### src/rtl/keypad_debouncer.sv
// Multi-channel key debouncer: synchronises active-low key lines, filters contact
// bounce per channel, and emits levels, press/release pulses, auto-repeat and a key event.
module keypad_debouncer #(
   parameter int CHANNELS      = 10,
   parameter int STABLE_CYCLES = 4,
   parameter int REPEAT_EN     = 0,
   parameter int REPEAT_DELAY  = 8,
   parameter int REPEAT_PERIOD = 3,
   parameter int IDX_W         = (CHANNELS > 1) ? $clog2(CHANNELS) : 1
) (
   input  logic                clk,
   input  logic                rst,
   input  logic [CHANNELS-1:0] keys_n,
   output logic [CHANNELS-1:0] level_out,
   output logic [CHANNELS-1:0] press_pulse,
   output logic [CHANNELS-1:0] release_pulse,
   output logic                any_pressed,
   output logic                key_valid,
   output logic [IDX_W-1:0]    key_index
);

   localparam int CNT_W = $clog2(STABLE_CYCLES + 1);

   logic [CHANNELS-1:0] s1_q, s1_d;
   logic [CHANNELS-1:0] s2_q, s2_d;
   logic [CHANNELS-1:0] level_q, level_d;
   logic [CHANNELS-1:0] press_q, press_d;
   logic [CHANNELS-1:0] release_q, release_d;
   logic [CHANNELS-1:0] rep_fire;
   logic [CNT_W-1:0]    cnt_q [CHANNELS];
   logic [CNT_W-1:0]    cnt_d [CHANNELS];

   always_comb begin
      s1_d    = ~keys_n;
      s2_d    = s1_q;
      level_d = level_q;
      for (int i = 0; i < CHANNELS; i++) begin
         cnt_d[i] = '0;
         // Any sample agreeing with the current level restarts the stability window.
         if (s2_q[i] != level_q[i]) begin
            if (cnt_q[i] == CNT_W'(STABLE_CYCLES - 1)) begin
               level_d[i] = ~level_q[i];
            end else begin
               cnt_d[i] = cnt_q[i] + 1'b1;
            end
         end
      end
   end

   // rep_fire is only ever set while the level stays high, so it cannot meet a release.
   always_comb begin
      press_d   = (level_d & ~level_q) | rep_fire;
      release_d = ~level_d & level_q;
   end

   generate
      if (REPEAT_EN != 0) begin : g_rep
         localparam int REP_MAX = REPEAT_DELAY + REPEAT_PERIOD - 1;
         localparam int REP_W   = $clog2(REP_MAX + 1);

         logic [REP_W-1:0] rep_q [CHANNELS];
         logic [REP_W-1:0] rep_d [CHANNELS];

         always_comb begin
            rep_fire = '0;
            for (int i = 0; i < CHANNELS; i++) begin
               rep_d[i] = '0;
               if (level_q[i] && level_d[i]) begin
                  // Wrap back to the first-repeat point so long holds never overflow.
                  if (rep_q[i] == REP_W'(REP_MAX)) begin
                     rep_d[i] = REP_W'(REPEAT_DELAY);
                  end else begin
                     rep_d[i] = rep_q[i] + 1'b1;
                  end
                  if ((rep_q[i] == REP_W'(REPEAT_DELAY - 1)) ||
                      (rep_q[i] == REP_W'(REP_MAX))) begin
                     rep_fire[i] = 1'b1;
                  end
               end
            end
         end

         always_ff @(posedge clk) begin
            for (int i = 0; i < CHANNELS; i++) begin
               if (rst) begin
                  rep_q[i] <= '0;
               end else begin
                  rep_q[i] <= rep_d[i];
               end
            end
         end
      end else begin : g_norep
         assign rep_fire = '0;
      end
   endgenerate

   always_ff @(posedge clk) begin
      if (rst) begin
         s1_q      <= '0;
         s2_q      <= '0;
         level_q   <= '0;
         press_q   <= '0;
         release_q <= '0;
         for (int i = 0; i < CHANNELS; i++) begin
            cnt_q[i] <= '0;
         end
      end else begin
         s1_q      <= s1_d;
         s2_q      <= s2_d;
         level_q   <= level_d;
         press_q   <= press_d;
         release_q <= release_d;
         for (int i = 0; i < CHANNELS; i++) begin
            cnt_q[i] <= cnt_d[i];
         end
      end
   end

   // Lowest-index press wins the encoded event.
   always_comb begin
      key_valid = |press_q;
      key_index = '0;
      for (int i = CHANNELS - 1; i >= 0; i--) begin
         if (press_q[i]) begin
            key_index = IDX_W'(i);
         end
      end
   end

   assign level_out     = level_q;
   assign press_pulse   = press_q;
   assign release_pulse = release_q;
   assign any_pressed   = |level_q;

endmodule

### config.mk
export PLATFORM = sky130hd
export DESIGN_NAME = keypad_debouncer
export DESIGN_NICKNAME = d
export VERILOG_FILES = /design/src/rtl/keypad_debouncer.sv
export SDC_FILE = /design/constraint.sdc
export NUM_CORES = 1
export LEC_CHECK = 0
export ABC_CLOCK_PERIOD_IN_PS = 2000
export BUFFER_PORTS_ARGS = -buffer_cell sky130_fd_sc_hd__clkbuf_2
export CORE_ASPECT_RATIO = 1.75
export CORE_MARGIN = 2
export CORE_UTILIZATION = 48
export CTS_CLUSTER_SIZE = 10
export DETAILED_ROUTE_END_ITERATION = 8
export GPL_TIMING_DRIVEN = 0
export PLACE_DENSITY_LB_ADDON = 0.2
export SLEW_MARGIN = 20
export SYNTH_ARGS = -nofsm -noshare
export SYNTH_HDL_FRONTEND = slang
export SYNTH_SLANG_ARGS = --single-unit
### constraint.sdc
create_clock -name clk -period 2 [get_ports clk]
set_input_delay 0.4 -clock clk [delete_from_list [all_inputs] [get_ports clk]]
set_output_delay 0.4 -clock clk [all_outputs]
set_load 0.02 [all_outputs]
-- After elaboration in Yosys (flattened, before gate mapping)
Memories as Yosys holds them, arrays and structs flattened.
Cells that the tools add are included.
- add/subtract/negate cells: 10
- eq/ne operators: 20
- muxes and demuxes: 63
- bitwise operators: 25
- reductions and logical operators: 2
- operators with widths (cell ; count):
    two-way mux 3 bit ; 30
    two-way mux 4 bit ; 10
    adder 3 x 1 -> 3 bit, second input constant ; 10
    equality test 3 x 2 -> 1 bit, second input constant ; 10
    NOT 10 bit ; 3
    two-way mux 1 bit ; 23
    bitwise AND 10 bit ; 2
    OR reduction 10 bit ; 2
    != test 1 bit ; 10
    NOT 1 bit ; 10
    bitwise OR 1 bit ; 10
- register bits: 50
- bits in writable memories: 30
- bits of input ports: 12
- output and inout bits: 36
- word-level logic and storage cells: 126
- memories: 1
- memories (memory ; depth ; bits a word ; read ports ; clocked after Yosys merged registers in ; write ports ; RTL line ; RTL):
    cnt_q ; 10 ; 3 ; 10 ; 0 ; 10 ; 30 ; logic [CNT_W-1:0] cnt_q [CHANNELS];

-- Longest topological paths before layout
- word-level depth: 10
- mapped depth: 4
- depth with buffers taken out: 4

-- Least setup slack after synthesis
Ideal clock, no wire load.
- kind: reg2out
- start point: register press_q[5], in the netlist press_pulse[5]
- end point: output key_index[0]
- data arrival time: 1298 ps
- required time: 1600 ps
- slack: 302 ps
- stages on the path, launching flop included: 4
- buffers on the path: 0
- cells stage by stage: dfxtp_1 inv_1 a221o_1 a221oi_2
- cells in the longest elaborated chain, start to end: 6
- RTL lines (what ; RTL line ; RTL):
    from (decl) ; 27 ; logic [CHANNELS-1:0] press_q, press_d;
    from (signal assigned) ; 111 ; press_q <= press_d;
    two-way mux 4 bit (6 in a row) ; 124 ; if (press_q[i]) begin
    to (decl) ; 19 ; output logic [IDX_W-1:0] key_index
No other way between the ends.

-- Final worst setup path
- start point: register press_q[8], in the netlist press_pulse[8]
- end point: output key_index[0]
- cells in the longest elaborated chain, start to end: 9
- RTL lines (what ; RTL line):
    two-way mux 4 bit (9 in a row) ; 124
No other way between the ends.

==> results.json <==
{
  "critical_path_class": "flop to output port",
  "dp_hpwl_mm": 3.45,
  "critPathLaunchType": "flop",
  "hold_end": "s1_q[9]",
  "rsz0062_at_grt": "yes",
  "internal_power_mw": 2.19,
  "place_area_sq_um": 3190,
  "ff2ff_setup_slack_ps": 680,
  "fin_hold_ws_ps": 197,
  "finalSetupTns_ps": 0,
  "ys.flop_type": "dfxtp_1",
  "async_flop_share_pct": 0,
  "synth_warnings": 0,
  "setup_viol": 0,
  "ys_top_cells_by_area": "dfxtp_1 (56%), ha_1 (8.8%), nor2_2 (6.6%), or3_4 (3.9%), nor2_1 (3.6%)",
  "grt_util_met3_pct": 5.19,
  "synth_area_per_cell_sq_um": 11.1,
  "rr_endpoint": "cnt_q[2][2]",
  "synth_top_area_share_pct": 56.1,
  "grt_pass1_wl_mm": 8.29,
  "start_util_pct": 48.9,
  "placed_cells": 383,
  "synth.most_common_cell": "dfxtp_1",
  "cp_max_fo": 2,
  "drt-initial-drc-count": 34,
  "ant_nets": 0,
  "relSlewSlack_pct": 65.8,
  "pwr-share-clk_pct": 38.1,
  "io_pins": 48,
  "ys_ff_latch": 80,
  "postSynthCellCount": 258,
  "power_frac_seq_pct": 59.1,
  "port_buffers": 47,
  "insertion_delay_ps": 340,
  "p_switching_uw": 568,
  "vias_per_cell": 4.69,
  "coreArea_sq_um": 5830,
  "areaGrowthSynthToFinish_pct": 19.3,
  "place.gp.congestion": 0.745,
  "tightest_slew_ps": 513,
  "worstHoldPathType": "input pin to flop",
  "worstHoldStart": "keys_n[9]",
  "final_nets": 349,
  "p_comb_share_pct": 2.8,
  "clock_tree.root_cell": "clkbuf_8",
  "cts-htree-levels": 3,
  "hold_depth": 2,
  "synth_edf_count": 0,
  "leakage_nw": 1.40,
  "grt_overflow_total": 0,
  "num_rows": 37,
  "insertedDiodeCount": 0,
  "cts_inserted_buffers": 9,
  "syn-num-nets": 290,
  "clk_pin_slew_worst_paths_ps": 70,
  "die_area_sq_um": 6600,
  "grt_usage_pct": 16.5,
  "die-height_um": 106,
  "slew_violations": 0,
  "via_count": 1867,
  "grt_max_degree": 12,
  "crit_path_end_kind": "output port",
  "synthDistinctLibCells": 21,
  "syn-cell-area_sq_um": 2850,
  "die_x_um": 62.3,
  "grt_use_met2_pct": 26.5,
  "clockBufferDepth": 2,
  "clkSinkCount": 80,
  "post_drt_wl_per_cell_um": 11.8,
  "seq_area_frac_synth_pct": 56.1,
  "rr_worst_depth": 4,
  "synth_common_cells": "dfxtp_1 (80), nor2_2 (30), nor2_1 (27)",
  "fin_ws_ps": 43.9,
  "drive_gt1_share_pct": 35.3,
  "grt_util_met1_pct": 19.5,
  "status": "finished, final reports clean",
  "fin_crit_sh_pct": 97.8,
  "drcViolationCount": 0,
  "sw_frac_of_total_pct": 20.6,
  "r2r_start": "cnt_q[2][0]",
  "cts_tree": "done",
  "place_ws_ps": 371,
  "min_period_ps": 1960,
  "postCtsHoldBufs": 0,
  "fmax_ghz": 0.511,
  "hold_viol": 0,
  "design_area_sq_um": 3410,
  "first_pass_iters": 4,
  "grt_pass1_vias": 1767,
  "required_ps": 1600,
  "maxCapViolations": 0,
  "routed_wl_mm": 4.72,
  "peakVddDrop_mv": 0.480,
  "worstPathArrival_ps": 1560,
  "clock_skew_ps": 4.99,
  "fin_cells": 398,
  "grt.busiest_layer": "met2",
  "yosysTopAreaCell": "dfxtp_1",
  "fillers": 531,
  "antenna_found_initial": 0,
  "p_per_area_nw_per_um2": 810
}
==> metrics by stage <==
| stage | util (%) | total power, mW |
|---|---|---|
| finish | 58.4 | 2.76 |
| global route | 58.4 | 2.88 |
| CTS | 57.7 | 2.80 |
| detailed placement | 54.6 | 1.75 |
| global placement | 54.6 | 1.74 |
| floorplan | - | 1.72 |
==> sequential cells by signal, summed over array words and instances, names as in the netlist <==
name	cells
s2_q	10
s1_q	10
level_out	10
cnt_q	30
press_pulse	10
release_pulse	10
==> critical path, cell delays in order, from the launching register on <==
cell and delay (ps):
dfxtp_2 320, nand2b_4 120, a221o_1 340, a221oi_2 250
buf_4 180
==> routing by layer <==
layer / part of all wire [%] / wire, um / vias up
met5: 0 / 0 / -
met2: 51 / 2390 / 46
met3: 4.5 / 212 / 10
met4: 2.1 / 100 / 0
met1: 43 / 2010 / 850
li1: - / - / 961
==> final cells by class <==
cell class	instances	area, sq um	share of cell area [%]
buffer	6	28.8	0.845
clock buffer	14	173	5.07
inverter	22	82.6	2.42
multi-input combinational	150	1170	34.3
sequential	80	1610	47.2
tap	78	97.6	2.87
timing repair buffer	48	245	7.20
==> logic make-up after synthesis <==
| group | share of synthesized area (%) |
|---|---|
| multiplexers | 3.51 |
| adder cells (fa/ha/maj) | 8.77 |
| XOR/XNOR | 3.07 |
| flip-flops | 56.1 |
| AO/OA/AOI/OAI | 1.32 |
| AND/OR/NAND/NOR | 23.3 |
| buffers and inverters | 3.90 |
==> worst max path at each step <==
stage / from / end / cells past startpoint
after floorplan: press_pulse[5] / key_index[0] / 3
after global placement: press_pulse[5] / key_index[0] / 4
after detailed placement: press_pulse[5] / key_index[0] / 4
after CTS: press_pulse[7] / key_index[0] / 4
after global routing: press_pulse[8] / key_index[0] / 4
final: press_pulse[8] / key_index[0] / 4
==> layout by cell type, fill, tap and decap left out, drive strengths merged <==
master and instances:
inv 22, a211oi 1, dfxtp 80, nor2b 11
or3 10, nand2 1, mux2i 10, o21ai 1
a221o 1, xnor2 10, ha 20, a221oi 1
nor3 10, nand3 2, nand2b 1, nor4 4
nor4bb 10, buf 7, nor2 57, clkbuf 61
==> power by group through the flow <==
stage	sequential (mW)	clock [mW]	combinational, mW
floorplan	1.66	0	0.0529
CTS	1.63	1.09	0.0804
detailed placement	1.67	0	0.0800
finish	1.63	1.05	0.0775
global placement	1.67	0	0.0776
global route	1.63	1.16	0.0879
==> timing repair <==
action	CTS	global route
setup endpoints to repair	1	3
pin swaps	0	2
resized for setup	2	9
setup buffers	0	1
(Power assumes the default switching activity.)
